===== src/rtl/alu_pkg.sv =====
// Shared definitions for the ALU arbiter: op encodings, legality check and
// the arbiter FSM state type.
package alu_pkg;

  localparam int OPW = 3;

  localparam logic [OPW-1:0] ALU_NOP = 3'd0;
  localparam logic [OPW-1:0] ALU_ADD = 3'd1;
  localparam logic [OPW-1:0] ALU_SUB = 3'd2;
  localparam logic [OPW-1:0] ALU_SHL = 3'd3;
  localparam logic [OPW-1:0] ALU_SHR = 3'd4;

  typedef enum logic [1:0] {
    ST_IDLE  = 2'd0,
    ST_ISSUE = 2'd1,
    ST_WAIT  = 2'd2,
    ST_RESP  = 2'd3
  } state_e;

  // Takes the op zero-extended to 32 bits so callers with any op width can use it.
  function automatic logic op_legal(input logic [31:0] op);
    return (op >= 32'(ALU_ADD)) && (op <= 32'(ALU_SHR));
  endfunction

endpackage


===== src/rtl/alu_arbiter_if.sv =====
// Bundle of the requester, response and ALU-side signals of the arbiter.
//   slave  : arbiter view (takes requests, drives responses and ALU inputs)
//   master : environment view (two requesters plus the ALU instance)
interface alu_arbiter_if #(
  parameter int WIDTH = 16,
  parameter int OPW   = 3
);
  logic [1:0]       req_valid;
  logic [1:0]       req_ready;
  logic [OPW-1:0]   req_op0, req_op1;
  logic [WIDTH-1:0] req_a0, req_a1;
  logic [WIDTH-1:0] req_b0, req_b1;
  logic [1:0]       rsp_valid;
  logic [1:0]       rsp_ready;
  logic [WIDTH-1:0] rsp_data;
  logic             rsp_zero;
  logic             rsp_err;
  logic [WIDTH-1:0] alu_in1, alu_in2;
  logic [OPW-1:0]   alu_op;
  logic [WIDTH-1:0] alu_out;
  logic             alu_z;

  modport slave (
    input  req_valid, req_op0, req_op1, req_a0, req_a1, req_b0, req_b1,
    input  rsp_ready, alu_out, alu_z,
    output req_ready, rsp_valid, rsp_data, rsp_zero, rsp_err,
    output alu_in1, alu_in2, alu_op
  );

  modport master (
    output req_valid, req_op0, req_op1, req_a0, req_a1, req_b0, req_b1,
    output rsp_ready, alu_out, alu_z,
    input  req_ready, rsp_valid, rsp_data, rsp_zero, rsp_err,
    input  alu_in1, alu_in2, alu_op
  );
endinterface


===== src/rtl/alu_arbiter_rr_arb2.sv =====
// Two-way round-robin grant.
//   req      : per-port request
//   acc      : a grant was accepted this cycle
//   acc_port : which port was accepted
//   gnt      : one-hot (or zero) grant; pointer picks the winner on a tie
module rr_arb2 (
  input  logic       clk,
  input  logic       rst_n,
  input  logic [1:0] req,
  input  logic       acc,
  input  logic       acc_port,
  output logic [1:0] gnt
);
  logic ptr_q, ptr_d;

  // Pointer moves to the port that was not just served.
  always_comb begin
    ptr_d = ptr_q;
    if (acc) ptr_d = ~acc_port;
  end

  always_ff @(posedge clk or negedge rst_n) begin
    if (!rst_n) ptr_q <= 1'b0;
    else        ptr_q <= ptr_d;
  end

  always_comb begin
    gnt = req;
    if (req == 2'b11) gnt = ptr_q ? 2'b10 : 2'b01;
  end
endmodule


===== src/rtl/alu_arbiter.sv =====
// Shares one registered ALU between two requesters. Round-robin grant, drives
// the ALU for a single ISSUE cycle, waits out result and zero-flag latency,
// then presents result/zero/err to the requesting port until accepted.
//   clk, rst_n : clock, asynchronous active-low reset
//   bus        : requests (req_*), responses (rsp_*), ALU side (alu_*)
module alu_arbiter
  import alu_pkg::*;
#(
  parameter int WIDTH   = 16,
  parameter int OPW     = 3,
  parameter int LAT_OUT = 1,
  parameter int LAT_Z   = 1
) (
  input  logic         clk,
  input  logic         rst_n,
  alu_arbiter_if.slave bus
);
  localparam int CNT_END = LAT_OUT + LAT_Z;
  localparam int CW      = $clog2(CNT_END + 1) < 1 ? 1 : $clog2(CNT_END + 1);

  typedef struct packed {
    logic [OPW-1:0]   op;
    logic [WIDTH-1:0] a;
    logic [WIDTH-1:0] b;
  } req_t;

  state_e           state_q, state_d;
  logic [CW-1:0]    cnt_q, cnt_d;
  logic             port_q, port_d;
  logic [WIDTH-1:0] res_q, res_d;
  logic [1:0]       ready_q, ready_d;
  logic [1:0]       rsp_valid_q, rsp_valid_d;
  logic [WIDTH-1:0] rsp_data_q, rsp_data_d;
  logic             rsp_zero_q, rsp_zero_d;
  logic             rsp_err_q, rsp_err_d;
  logic [WIDTH-1:0] in1_q, in1_d, in2_q, in2_d;
  logic [OPW-1:0]   op_q, op_d;

  logic [1:0] gnt;
  logic       accept, acc_port, acc_legal, rsp_hs;
  req_t [1:0] req;
  req_t       acc_req;

  assign req[0] = '{op: bus.req_op0, a: bus.req_a0, b: bus.req_b0};
  assign req[1] = '{op: bus.req_op1, a: bus.req_a1, b: bus.req_b1};

  // ready is only ever nonzero in IDLE, so an accept implies IDLE.
  assign accept    = |(bus.req_valid & ready_q);
  assign acc_port  = ready_q[1];
  assign acc_req   = req[acc_port];
  assign acc_legal = op_legal(32'(acc_req.op));
  assign rsp_hs    = (state_q == ST_RESP) && bus.rsp_ready[port_q];

  rr_arb2 u_rr (
    .clk      (clk),
    .rst_n    (rst_n),
    .req      (bus.req_valid),
    .acc      (accept),
    .acc_port (acc_port),
    .gnt      (gnt)
  );

  always_ff @(posedge clk or negedge rst_n) begin
    if (!rst_n) state_q <= ST_IDLE;
    else        state_q <= state_d;
  end

  always_comb begin
    state_d = state_q;
    unique case (state_q)
      ST_IDLE:  if (accept) state_d = acc_legal ? ST_ISSUE : ST_RESP;
      ST_ISSUE: state_d = ST_WAIT;
      ST_WAIT:  if (cnt_q == CW'(CNT_END)) state_d = ST_RESP;
      ST_RESP:  if (rsp_hs) state_d = ST_IDLE;
      default:  state_d = ST_IDLE;
    endcase
  end

  always_comb begin
    cnt_d       = cnt_q;
    port_d      = port_q;
    res_d       = res_q;
    ready_d     = (state_d == ST_IDLE) ? gnt : 2'b00;
    rsp_valid_d = rsp_valid_q;
    rsp_data_d  = rsp_data_q;
    rsp_zero_d  = rsp_zero_q;
    rsp_err_d   = rsp_err_q;
    in1_d       = in1_q;
    in2_d       = in2_q;
    op_d        = '0;  // nonzero for exactly one cycle so the ALU holds afterwards
    unique case (state_q)
      ST_IDLE: if (accept) begin
        port_d = acc_port;
        if (acc_legal) begin
          in1_d = acc_req.a;
          in2_d = acc_req.b;
          op_d  = acc_req.op;
        end else begin
          rsp_valid_d = {acc_port, ~acc_port};
          rsp_data_d  = '0;
          rsp_zero_d  = 1'b0;
          rsp_err_d   = 1'b1;
        end
      end
      ST_ISSUE: cnt_d = '0;
      ST_WAIT: begin
        cnt_d = cnt_q + CW'(1);
        if (cnt_q == CW'(LAT_OUT)) res_d = bus.alu_out;
        // z lags alu_out by LAT_Z edges; only sample it at the end of the count.
        if (cnt_q == CW'(CNT_END)) begin
          rsp_valid_d = {port_q, ~port_q};
          rsp_data_d  = (LAT_Z == 0) ? bus.alu_out : res_q;
          rsp_zero_d  = bus.alu_z;
          rsp_err_d   = 1'b0;
        end
      end
      ST_RESP: if (rsp_hs) rsp_valid_d = 2'b00;
      default: ;
    endcase
  end

  always_ff @(posedge clk or negedge rst_n) begin
    if (!rst_n) begin
      cnt_q       <= '0;
      port_q      <= 1'b0;
      res_q       <= '0;
      ready_q     <= '0;
      rsp_valid_q <= '0;
      rsp_data_q  <= '0;
      rsp_zero_q  <= 1'b0;
      rsp_err_q   <= 1'b0;
      in1_q       <= '0;
      in2_q       <= '0;
      op_q        <= '0;
    end else begin
      cnt_q       <= cnt_d;
      port_q      <= port_d;
      res_q       <= res_d;
      ready_q     <= ready_d;
      rsp_valid_q <= rsp_valid_d;
      rsp_data_q  <= rsp_data_d;
      rsp_zero_q  <= rsp_zero_d;
      rsp_err_q   <= rsp_err_d;
      in1_q       <= in1_d;
      in2_q       <= in2_d;
      op_q        <= op_d;
    end
  end

  assign bus.req_ready = ready_q;
  assign bus.rsp_valid = rsp_valid_q;
  assign bus.rsp_data  = rsp_data_q;
  assign bus.rsp_zero  = rsp_zero_q;
  assign bus.rsp_err   = rsp_err_q;
  assign bus.alu_in1   = in1_q;
  assign bus.alu_in2   = in2_q;
  assign bus.alu_op    = op_q;
endmodule


===== src/flat_wrapper.sv =====
// flat-port wrapper written by rule: the top's interface ports become plain ports
module alu_arbiter_flat import alu_pkg::*;
#(
  parameter int WIDTH   = 16,
  parameter int OPW     = 3,
  parameter int LAT_OUT = 1,
  parameter int LAT_Z   = 1
)
  (clk, rst_n, bus_req_valid, bus_req_op0, bus_req_op1, bus_req_a0, bus_req_a1, bus_req_b0, bus_req_b1, bus_rsp_ready, bus_alu_out, bus_alu_z, bus_req_ready, bus_rsp_valid, bus_rsp_data, bus_rsp_zero, bus_rsp_err, bus_alu_in1, bus_alu_in2, bus_alu_op);
  alu_arbiter_if #(.WIDTH(WIDTH), .OPW(OPW)) bus_i ();
  input  logic clk;
  input  logic rst_n;
  input wire logic [$bits(bus_i.req_valid)-1:0] bus_req_valid;
  input wire logic [$bits(bus_i.req_op0)-1:0] bus_req_op0;
  input wire logic [$bits(bus_i.req_op1)-1:0] bus_req_op1;
  input wire logic [$bits(bus_i.req_a0)-1:0] bus_req_a0;
  input wire logic [$bits(bus_i.req_a1)-1:0] bus_req_a1;
  input wire logic [$bits(bus_i.req_b0)-1:0] bus_req_b0;
  input wire logic [$bits(bus_i.req_b1)-1:0] bus_req_b1;
  input wire logic [$bits(bus_i.rsp_ready)-1:0] bus_rsp_ready;
  input wire logic [$bits(bus_i.alu_out)-1:0] bus_alu_out;
  input wire logic [$bits(bus_i.alu_z)-1:0] bus_alu_z;
  output wire logic [$bits(bus_i.req_ready)-1:0] bus_req_ready;
  output wire logic [$bits(bus_i.rsp_valid)-1:0] bus_rsp_valid;
  output wire logic [$bits(bus_i.rsp_data)-1:0] bus_rsp_data;
  output wire logic [$bits(bus_i.rsp_zero)-1:0] bus_rsp_zero;
  output wire logic [$bits(bus_i.rsp_err)-1:0] bus_rsp_err;
  output wire logic [$bits(bus_i.alu_in1)-1:0] bus_alu_in1;
  output wire logic [$bits(bus_i.alu_in2)-1:0] bus_alu_in2;
  output wire logic [$bits(bus_i.alu_op)-1:0] bus_alu_op;
  assign bus_i.req_valid = bus_req_valid;
  assign bus_i.req_op0 = bus_req_op0;
  assign bus_i.req_op1 = bus_req_op1;
  assign bus_i.req_a0 = bus_req_a0;
  assign bus_i.req_a1 = bus_req_a1;
  assign bus_i.req_b0 = bus_req_b0;
  assign bus_i.req_b1 = bus_req_b1;
  assign bus_i.rsp_ready = bus_rsp_ready;
  assign bus_i.alu_out = bus_alu_out;
  assign bus_i.alu_z = bus_alu_z;
  assign bus_req_ready = bus_i.req_ready;
  assign bus_rsp_valid = bus_i.rsp_valid;
  assign bus_rsp_data = bus_i.rsp_data;
  assign bus_rsp_zero = bus_i.rsp_zero;
  assign bus_rsp_err = bus_i.rsp_err;
  assign bus_alu_in1 = bus_i.alu_in1;
  assign bus_alu_in2 = bus_i.alu_in2;
  assign bus_alu_op = bus_i.alu_op;
  alu_arbiter #(.WIDTH(WIDTH), .OPW(OPW), .LAT_OUT(LAT_OUT), .LAT_Z(LAT_Z)) u_core (.clk(clk), .rst_n(rst_n), .bus(bus_i));
endmodule

===== config.mk =====
export PLATFORM = sky130hd
export DESIGN_NAME = alu_arbiter_flat
export DESIGN_NICKNAME = d
export VERILOG_FILES = /design/src/rtl/alu_pkg.sv /design/src/rtl/alu_arbiter_if.sv /design/src/rtl/alu_arbiter_rr_arb2.sv /design/src/rtl/alu_arbiter.sv /design/src/flat_wrapper.sv
export SDC_FILE = /design/constraint.sdc
export NUM_CORES = 1
export LEC_CHECK = 0
export BUFFER_PORTS_ARGS = -buffer_cell sky130_fd_sc_hd__buf_2
export CORE_ASPECT_RATIO = 0.7
export CORE_MARGIN = 2
export CORE_UTILIZATION = 24
export CTS_CLUSTER_DIAMETER = 80
export DETAILED_ROUTE_END_ITERATION = 10
export PLACE_DENSITY_LB_ADDON = 0.15
export SETUP_SLACK_MARGIN = 0.05
export SLEW_MARGIN = 40
export SYNTH_ARGS = -nofsm -noshare
export SYNTH_HDL_FRONTEND = slang
export SYNTH_SLANG_ARGS = --single-unit

===== constraint.sdc =====
create_clock -name clk -period 5.2 [get_ports clk]
set_clock_uncertainty 0.1 [all_clocks]
set_input_delay 0.52 -clock clk [delete_from_list [all_inputs] [get_ports clk]]
set_output_delay 0.52 -clock clk [all_outputs]
set_load 0.1 [all_outputs]

# After elaboration in Yosys (flattened, before gate mapping)
# Cells that the tools add are included.
# W data, S select, Z words.
# op_classes
n_eq_ne	10
muxes	33
reduce_logical	13
magnitude_cmp	4
addsub	1
bitwise	3
# ops
cell	count
$mux W35	2
$mux W16	3
$pmux W16 S2	1
$mux W2	11
$mux W3	3
$eq A2 B2 Y1 const B	4
$mux W1	8
$pmux W2 S4	1
$ne A2 B1 Y1 const B	3
$pmux W2 S3	1
$reduce_and A5 Y1	1
$eq A2 B1 Y1 const B	2
$logic_not A2 Y1	2
$lt A1 B2 Y1 const B	2
$pmux W1 S2	2
$pmux W2 S2	1
$reduce_and A2 Y1	2
$reduce_and A4 Y1	1
$reduce_bool A2 Y1	2
$ge A3 B1 Y1 const B	1
$le A3 B3 Y1 const B	1
$reduce_and A3 Y1	1
$reduce_bool A3 Y1	1
$add A2 B1 Y2 const B	1
5 further kinds	7
# totals
elab_cells	77
output_inout_bits	57
inputBits	93
reg_bits	79

# Depth between registers and ports, before layout
# Gate-level depths: netlist (run 1).
# logic_depth
ltp_word	9
mapped_depth	8

# Modules after synthesis
# From an unflattened synthesis (run 1), not the netlist that was laid out.
# unflattened
hier_cells	331
hier_area_um2	3699.8
# modules_own_cells
module	seq_area_each_um2	area_per_inst_um2	cells_each	instances
alu_arbiter	1951.9	3646.0	326	1
rr_arb2	25.0	53.8	5	1

# Least setup slack after synthesis (run 1)
# No wires, ideal clock.
# synth_path
path_type	reg2reg
startpoint	register u_core.ready_q[0] (netlist: u_core.bus.req_ready[0])
endpoint	register u_core.in2_q[10] (netlist: u_core.bus.alu_in2[10])
slack_ps	2924
path_buffers	1
path_stages_with_launch	6
synth_period_minus_slack_ps	2276
setup_ps	123
arrival_ps	2053
path_cell_list	dfrtp_1 a22o_2 nand2_1 nor3_4 buf_4 a21oi_2
# synth_between
elab_chain_cells	3
# synth_rtl
element	line	source
from (decl)	alu_arbiter.sv:31	logic [1:0] ready_q, ready_d;
from (signal assigned)	alu_arbiter.sv:139	ready_q <= ready_d;
$and A2 B2 Y2	alu_arbiter.sv:48	assign accept = |(bus.req_valid & ready_q);
$reduce_or A2 Y1	alu_arbiter.sv:48	
$reduce_and A3 Y1 (no source line)	--	
to (signal assigned)	alu_arbiter.sv:145	in2_q <= in2_d;
to (decl)	alu_arbiter.sv:36	logic [WIDTH-1:0] in1_q, in1_d, in2_q, in2_d;
# Every way passes these cells.
# A chain may end at the register's enable or synchronous reset.

# Worst setup path after layout (run 1)
# layout_path
startpoint	register u_core.state_q[0]
endpoint	register u_core.in1_q[9] (netlist: u_core.bus.alu_in1[9])
# layout_between
elab_chain_cells	2
# layout_rtl
element	line	source
from (decl)	alu_arbiter.sv:27	state_e state_q, state_d;
from (signal assigned)	alu_arbiter.sv:65	else state_q <= state_d;
$logic_not A2 Y1	alu_arbiter.sv:91	unique case (state_q)
$reduce_and A3 Y1 (no source line)	--	
to (signal assigned)	alu_arbiter.sv:144	in1_q <= in1_d;
to (decl)	alu_arbiter.sv:36	
# Every way passes these cells.

==> results of run 1 <==
[cell type report]
type	count	area [µm²]
Antenna cell	3	7.51
Clock buffer	12	256
Clock inverter	4	77.6
Fill cell	1519	9890
Inverter	6	22.5
Multi-Input combinational cell	197	1520
Sequential cell	79	1980
Tap cell	195	244
Timing Repair Buffer	151	769
[flip-flops by register name, indices dropped and copies added, names as in the netlist]
signal	cells
u_core.cnt_q	2
u_core.u_rr.ptr_q	1
u_core.port_q	1
u_core.bus.alu_op	3
u_core.res_q	16
u_core.bus.alu_in1	16
u_core.bus.rsp_data	16
u_core.bus.rsp_err	1
u_core.bus.rsp_valid	2
u_core.bus.alu_in2	16
u_core.bus.rsp_zero	1
u_core.state_q	2
u_core.bus.req_ready	2
[cells by family after synthesis]
group,after synthesis,synth area share [%]
flip-flops,79,54.3
AND/OR/NAND/NOR,66,8.21
buffers and inverters,23,4.16
AO/OA/AOI/OAI,72,15.9
multiplexers,53,15.4
adder cells (fa/ha/maj),6,2.06
[Yosys cell counts (2+ instances only)]
master	number	share of area [%]
a21oi_2	29	7.0
and2_1	2	0.34
dfrtp_1	79	54
nand2_1	7	0.72
a21oi_1	7	0.96
o21ai_0	7	0.96
mux2i_1	32	8.8
buf_4	4	0.82
mux2_2	20	6.2
inv_1	6	0.62
buf_2	4	0.55
nor3_1	3	0.41
nor2b_1	2	0.34
a22oi_1	2	0.41
nor2_1	44	4.5
buf_6	6	1.9
a22o_1	18	4.3
clkbuf_1	3	0.31
ha_1	6	2.1
a211o_1	2	0.48
[routing by layer]
metal | GRT usage, % | wire [µm]
met5 | 0 | 0
met4 | 4.74 | 220
met3 | 5.45 | 853
met2 | 16.5 | 3580
met1 | 15.6 | 4260
[critical path: cells and delay by family (launching register included)]
kind	cells	cell delay [ps]
fa+ha+maj	1	430
flops	1	430
compound gates	1	140
simple gates	3	530
buf+inv	2	710
[path summary, 6_finish.rpt]
| path | from | endpoint | slack [ps] | depth (start not counted) |
|---|---|---|---|---|
| hold reg to reg | u_core.res_q[12] | u_core.bus.rsp_data[12] | 390 | 1 |
| max in group asynchronous | rst_n | u_core.bus.rsp_valid[1] | 4410 | 1 |
| min in group clk | bus_alu_out[8] | u_core.res_q[8] | 320 | 2 |
| hold / removal | rst_n | u_core.bus.alu_in1[5] | 100 | 1 |
| setup / recovery | u_core.state_q[0] | u_core.bus.alu_in1[9] | 2730 | 7 |
| setup reg to reg | u_core.state_q[0] | u_core.bus.alu_in1[9] | 2730 | 7 |
[through the flow]
stage | util, % | cells
after floorplan | - | 299
after global routing | 33.0 | 646
after detailed placement | 30.7 | 628
after global placement | 30.6 | 628
after CTS | 33.0 | 644
final | 33.0 | 647
==> results by group, run 1 <==
CTS
  – PostCTS Resize Cnt: 0
  – Postcts setup bufs: 0
  – Clock slew at the register clock pins of the worst setup and hold paths: ~60 ps
  – Clock buffer depth: 2
  – Clock tree from TritonCTS: yes
  – Hold buffer count at CTS: 0
  – H-tree levels: 3
  – Worst-skew pair later-pin latency: 330 ps
  – Total CTS buffers: 9
  – CTS root buffer: clkbuf_16
  – Clock sink count: 79

Die
  – Core Area: roughly 15000 µm²
  – Initial Utilization: between 20 and 25%
  – Row count: 37
  – Die Area: about 16000 µm²
  – Die X-Extent: about 150 µm
  – Vert. Die Dim: roughly 110 µm
  – Top-level I/O count: 150

Min path
  – HP Class: input pin to asynchronous set/reset pin

Place
  – Detailed placement HPWL: about 6400 µm
  – PortBufs: approximately 150
  – Setup slack at placement: ~2700 ps
  – Routability cong.: ~0.75
  – Post-DP Area: 4530 µm²

Route
  – # DRC: 0
  – First-pass detailed-route iteration total: 4
  – Vias: 2708
  – Drt via density: 4.19
  – Starting DRC count in detailed routing: 66
  – WL per Instance: 13.8 µm
  – Drt total wl: between 8000 and 9000 µm
  – Final ANT Viol Nets: 0

Yosys
  – Async SR Flop Fraction: 100%
  – Register bit total from synthesis: 79
  – Ys Warns: 0
  – Sequential share of the synthesized area: between 50% and 60%
  – Syn Nets: roughly 400
  – Cell count after synthesis: around 300
  – Synth cell types: 36
  – Ys flop type: dfrtp_1
  – Syn Std Cell Area: roughly 3600 µm²
  – Post-synth EDFFs: 0
  – Syn avg cell area: approximately 12 µm²

Critical path
  – Crit Path Class: flop to flop
  – Worst Path Arrival: 2630 ps
  – Worst path required time: 5350 ps
  – CP endpoint kind: flop
  – CP Cell Sequence: inv_1 -> ha_1 -> nand2_1 -> nor3_4 -> buf_4 -> nor2_1 -> a21oi_1
  – Max stage delay on crit path: roughly 600 ps
  – Critical Path Fanout Max: 64
  – Slowest cell on crit path: buf_4
  – Startpoint types: flop

Layout
  – Proportion of layout cells with a drive suffix above 1: ~50%
  – Commonest non-fill, non-tap cell in the layout: buf_2
  – Final #Nets: about 540
  – Layout area overhead: 33.9%
  – Most frequent cells in the layout: buf_2, dfrtp_1, nor2_1
  – Design area: 4880 µm²

Global routing
  – Largest net degree at the start of global routing: 80
  – Total GRT Usage: approximately an eighth
  – Initial antenna violation count: 4
  – First-pass GRT wire length: ~14000 µm
  – Vias in the first global route: around 2.8k
  – Overflow after GRT: 0

Flow run
  – Max cap viols: 0

Timing
  – RSZ-0062 raised after global routing: no
  – Worst-margin pin slew: 779 ps
  – Final worst slack: about 2700 ps
  – Max-slew violations: 0
  – Slew margin rel.: between 40 and 50%
  – Hold WS: between 100 and 150 ps
  – Post-layout min period: roughly 2500 ps
  – Setup Viol. Count Final: 0
  – TNS Setup: 0 ps
  – Fin crit share: between 40 and 50%
  – F_max: 0.404 GHz
  – Hold Vio Cnt, Final: 0

Outcome
  – Status: completed
Power of run 1 is left out: the tool's default activity adds up to more than one toggle a clock period on the data nets, which glitch-free logic cannot reach.
==> inputs of run 2 (changes only) <==
--- a/config.mk
+++ b/config.mk
@@ -5,6 +5,7 @@
 export SDC_FILE = /design/constraint.sdc
 export NUM_CORES = 1
 export LEC_CHECK = 0
+export ABC_AREA = 1
 export BUFFER_PORTS_ARGS = -buffer_cell sky130_fd_sc_hd__buf_2
 export CORE_ASPECT_RATIO = 0.7
 export CORE_MARGIN = 2
==> constraint.sdc (replaced) <==
create_clock -name clk -period 2.45 [get_ports clk]
set_clock_uncertainty 0.1 [all_clocks]
set_input_delay 0.245 -clock clk [delete_from_list [all_inputs] [get_ports clk]]
set_output_delay 0.245 -clock clk [all_outputs]
set_load 0.1 [all_outputs]
==> results by group, run 2 <==
Outcome
  – Status: completed

Route
  – Final ANT Viol Nets: 0 (unchanged)
  – First-pass detailed-route iteration total: 4 (unchanged)
  – Starting DRC count in detailed routing: 202 (+210%)
  – Drt total wl: 10600 µm (+19%)
  – Drt via density: 4.24 (+1.3%)
  – WL per Instance: 13.1 µm (-4.6%)
  – Vias: 3409 (+26%)
  – # DRC: 0 (unchanged)

Yosys
  – Synth top area share: 51.1% (-3.2 points)
  – Async SR Flop Fraction: 100% (unchanged)
  – Post-synth EDFFs: 0 (unchanged)
  – Biggest area consumer among synthesized cells: dfrtp_1
  – Ys Warns: 0 (unchanged)
  – Count leader, synth: nand2_1
  – Syn Nets: 556 (+40%)
  – Ranking of synthesized cells by area: dfrtp_1, nand2_1, mux2_2
  – Register bit total from synthesis: 79 (unchanged)
  – Sequential share of the synthesized area: 51.1% (-3.2 points)
  – Synth cell types: 27 (-25%)
  – Synth cell count leaders: nand2_1, dfrtp_1, o21ai_0
  – Ys flop type: dfrtp_1
  – Syn Std Cell Area: 3870 µm² (+6.2%)
  – Syn avg cell area: 8.47 µm² (-31%)
  – Cell count after synthesis: 457 (+53%)

Timing
  – Fin crit share: 82.3% (+35 points)
  – Slew margin rel.: 65.8% (+18 points)
  – F_max: 0.496 GHz (+23%)
  – Max-slew violations: 0 (unchanged)
  – TNS Setup: 0 ps (unchanged)
  – RSZ-0062 raised after global routing: no
  – Setup Viol. Count Final: 0 (unchanged)
  – Hold Vio Cnt, Final: 0 (unchanged)
  – Post-layout min period: 2020 ps (-457 ps)
  – Worst-margin pin slew: 516 ps (-263 ps)

Layout
  – Most frequent cells in the layout: nand2_1, buf_2, dfrtp_1
  – Proportion of layout cells with a drive suffix above 1: 34.3% (-15 points)
  – Layout Cells excl Fill: 804 (+24%)
  – Diode count: 0 (-3)
  – Final #Nets: 698 (+29%)
  – Commonest non-fill, non-tap cell in the layout: nand2_1
  – Layout area overhead: 31.3%

Global routing
  – Initial antenna violation count: 0 (-4)
  – First-pass GRT wire length: 17500 µm (+21%)
  – Overflow after GRT: 0 (unchanged)
  – Largest net degree at the start of global routing: 80 (unchanged)
  – M3 GR Usage: 2.97% (-2.5 points)
  – GRT Max-Usage Layer: met2
  – M2 GR Usage: 22.7% (+6.3 points)
  – Total GRT Usage: 13.0% (+1.3 points)
  – Vias in the first global route: 3474 (+23%)
  – M1 GR Usage: 16.2% (+0.62 points)

Die
  – Top-level I/O count: 150 (unchanged)
  – Vert. Die Dim: 110 µm (+2.9%)
  – Initial Utilization: 24.7% (+0.060 points)
  – Die X-Extent: 156 µm (+3.0%)
  – Core Area: 15600 µm² (+5.9%)
  – Row count: 38 (+2.7%)
  – Die Area: 17200 µm² (+6.0%)

Critical path
  – CP endpoint kind: flop
  – Crit Path Class: flop to flop
  – Startpoint types: flop
  – Worst path top cell family by delay: buffers and inverters
  – Worst path required time: 2570 ps (-2780 ps)
  – WP buf/inv: 3 (+1)
  – Critical Path Fanout Max: 19 (-70%)
  – Slowest cell on crit path: dfrtp_1
  – CP Cell Sequence: inv_1 -> ha_1 -> inv_1 -> o22ai_2 -> inv_2 -> nand3_4 -> nand2_1 -> nand2_1
  – Worst Path Arrival: 2140 ps (-490 ps)
  – Max stage delay on crit path: 390 ps (-210 ps)

CTS
  – Total CTS buffers: 9 (unchanged)
  – Clock sink count: 79 (unchanged)
  – Clock slew at the register clock pins of the worst setup and hold paths: 60 ps (about the same)
  – Clock tree from TritonCTS: yes
  – Hold buffer count at CTS: 1 (+1)
  – PostCTS Resize Cnt: 0 (unchanged)
  – CTS root buffer: clkbuf_16
  – H-tree levels: 3 (unchanged)
  – Postcts setup bufs: 0 (unchanged)
  – Worst-skew pair later-pin latency: 330 ps (about the same)
  – Clock buffer depth: 2 (unchanged)

Min path
  – HP Class: input pin to flop

Place
  – Detailed placement HPWL: 7700 µm (+21%)
  – Routability cong.: 0.756 (+0.28%)
  – DP Cell Count: 787 (+25%)
  – PortBufs: 149 (unchanged)

Flow run
  – Max cap viols: 0 (unchanged)
[run 2: cell types whose count changed after synthesis, moves of 5 or more]
cell / before / now
a21oi_1: 7 / 1
a21oi_2: 29 / 0
mux2i_1: 32 / 0
nor2_1: 44 / 7
nand2_2: 0 / 11
nand4_1: 0 / 18
nand2_1: 7 / 217
clkbuf_1: 3 / 9
inv_1: 6 / 17
nand3_1: 1 / 6
a22o_1: 18 / 0
o21ai_0: 7 / 35
[run 2: metal layers]
layer	wire, µm	share of wire, %	up-vias
met5	0	0	-
met4	85	0.80	0
met3	422	4.0	8
met2	5190	49	64
met1	4870	46	1597
li1	-	-	1740
[run 2: cell type report]
class	instances	area (µm²)
repair buffers	158	846
well taps	200	250
clock buffers	12	246
flip-flops and latches	79	1980
multi-input cells	332	1630
inverters	19	71.3
fillers	1657	10600
clock inverters	4	53.8
[run 2: metrics by stage]
step	worst slack, ps	hold WS (ps)	area [µm²]	utilization (%)
floorplan	452	-151	3870	-
detailed placement	440	218	4770	30.5
finish	434	45.7	5080	32.5
global placement	515	208	4770	30.5
CTS	437	28.8	5080	32.5
global route	250	31.3	5080	32.5
[run 2: logic make-up after synthesis]
group | after synthesis | synth area share, %
adders and majority gates | 6 | 1.94
muxes | 16 | 4.66
buffers and inverters | 46 | 6.66
AOI/OAI and AO/OA | 44 | 6.05
DFF | 79 | 51.1
and+or+nand+nor | 266 | 29.6
[run 2: worst register-to-register path, cell delays in order (launching register included)]
cell and delay, ps:
dfrtp_1 390, inv_1 90, ha_1 310, inv_1 170, o22ai_2 110, inv_2 300, nand3_4 260, nand2_1 140
nand2_1 50
[run 2: worst paths after layout]
path	start	to	slack, ps	cells after the start
worst max-delay path	u_core.state_q[0]	u_core.bus.rsp_data[12]	430	8
max in group asynchronous	rst_n	u_core.bus.alu_op[0]	1510	3
worst min-delay path	bus_alu_out[13]	u_core.res_q[13]	50	2
min in group asynchronous	rst_n	u_core.bus.alu_in1[15]	380	3
worst max register to register	u_core.state_q[0]	u_core.bus.rsp_data[12]	430	8
worst min register to register	u_core.bus.rsp_data[0]	u_core.bus.rsp_data[0]	370	2
Power of run 2 is left out for the same reason.
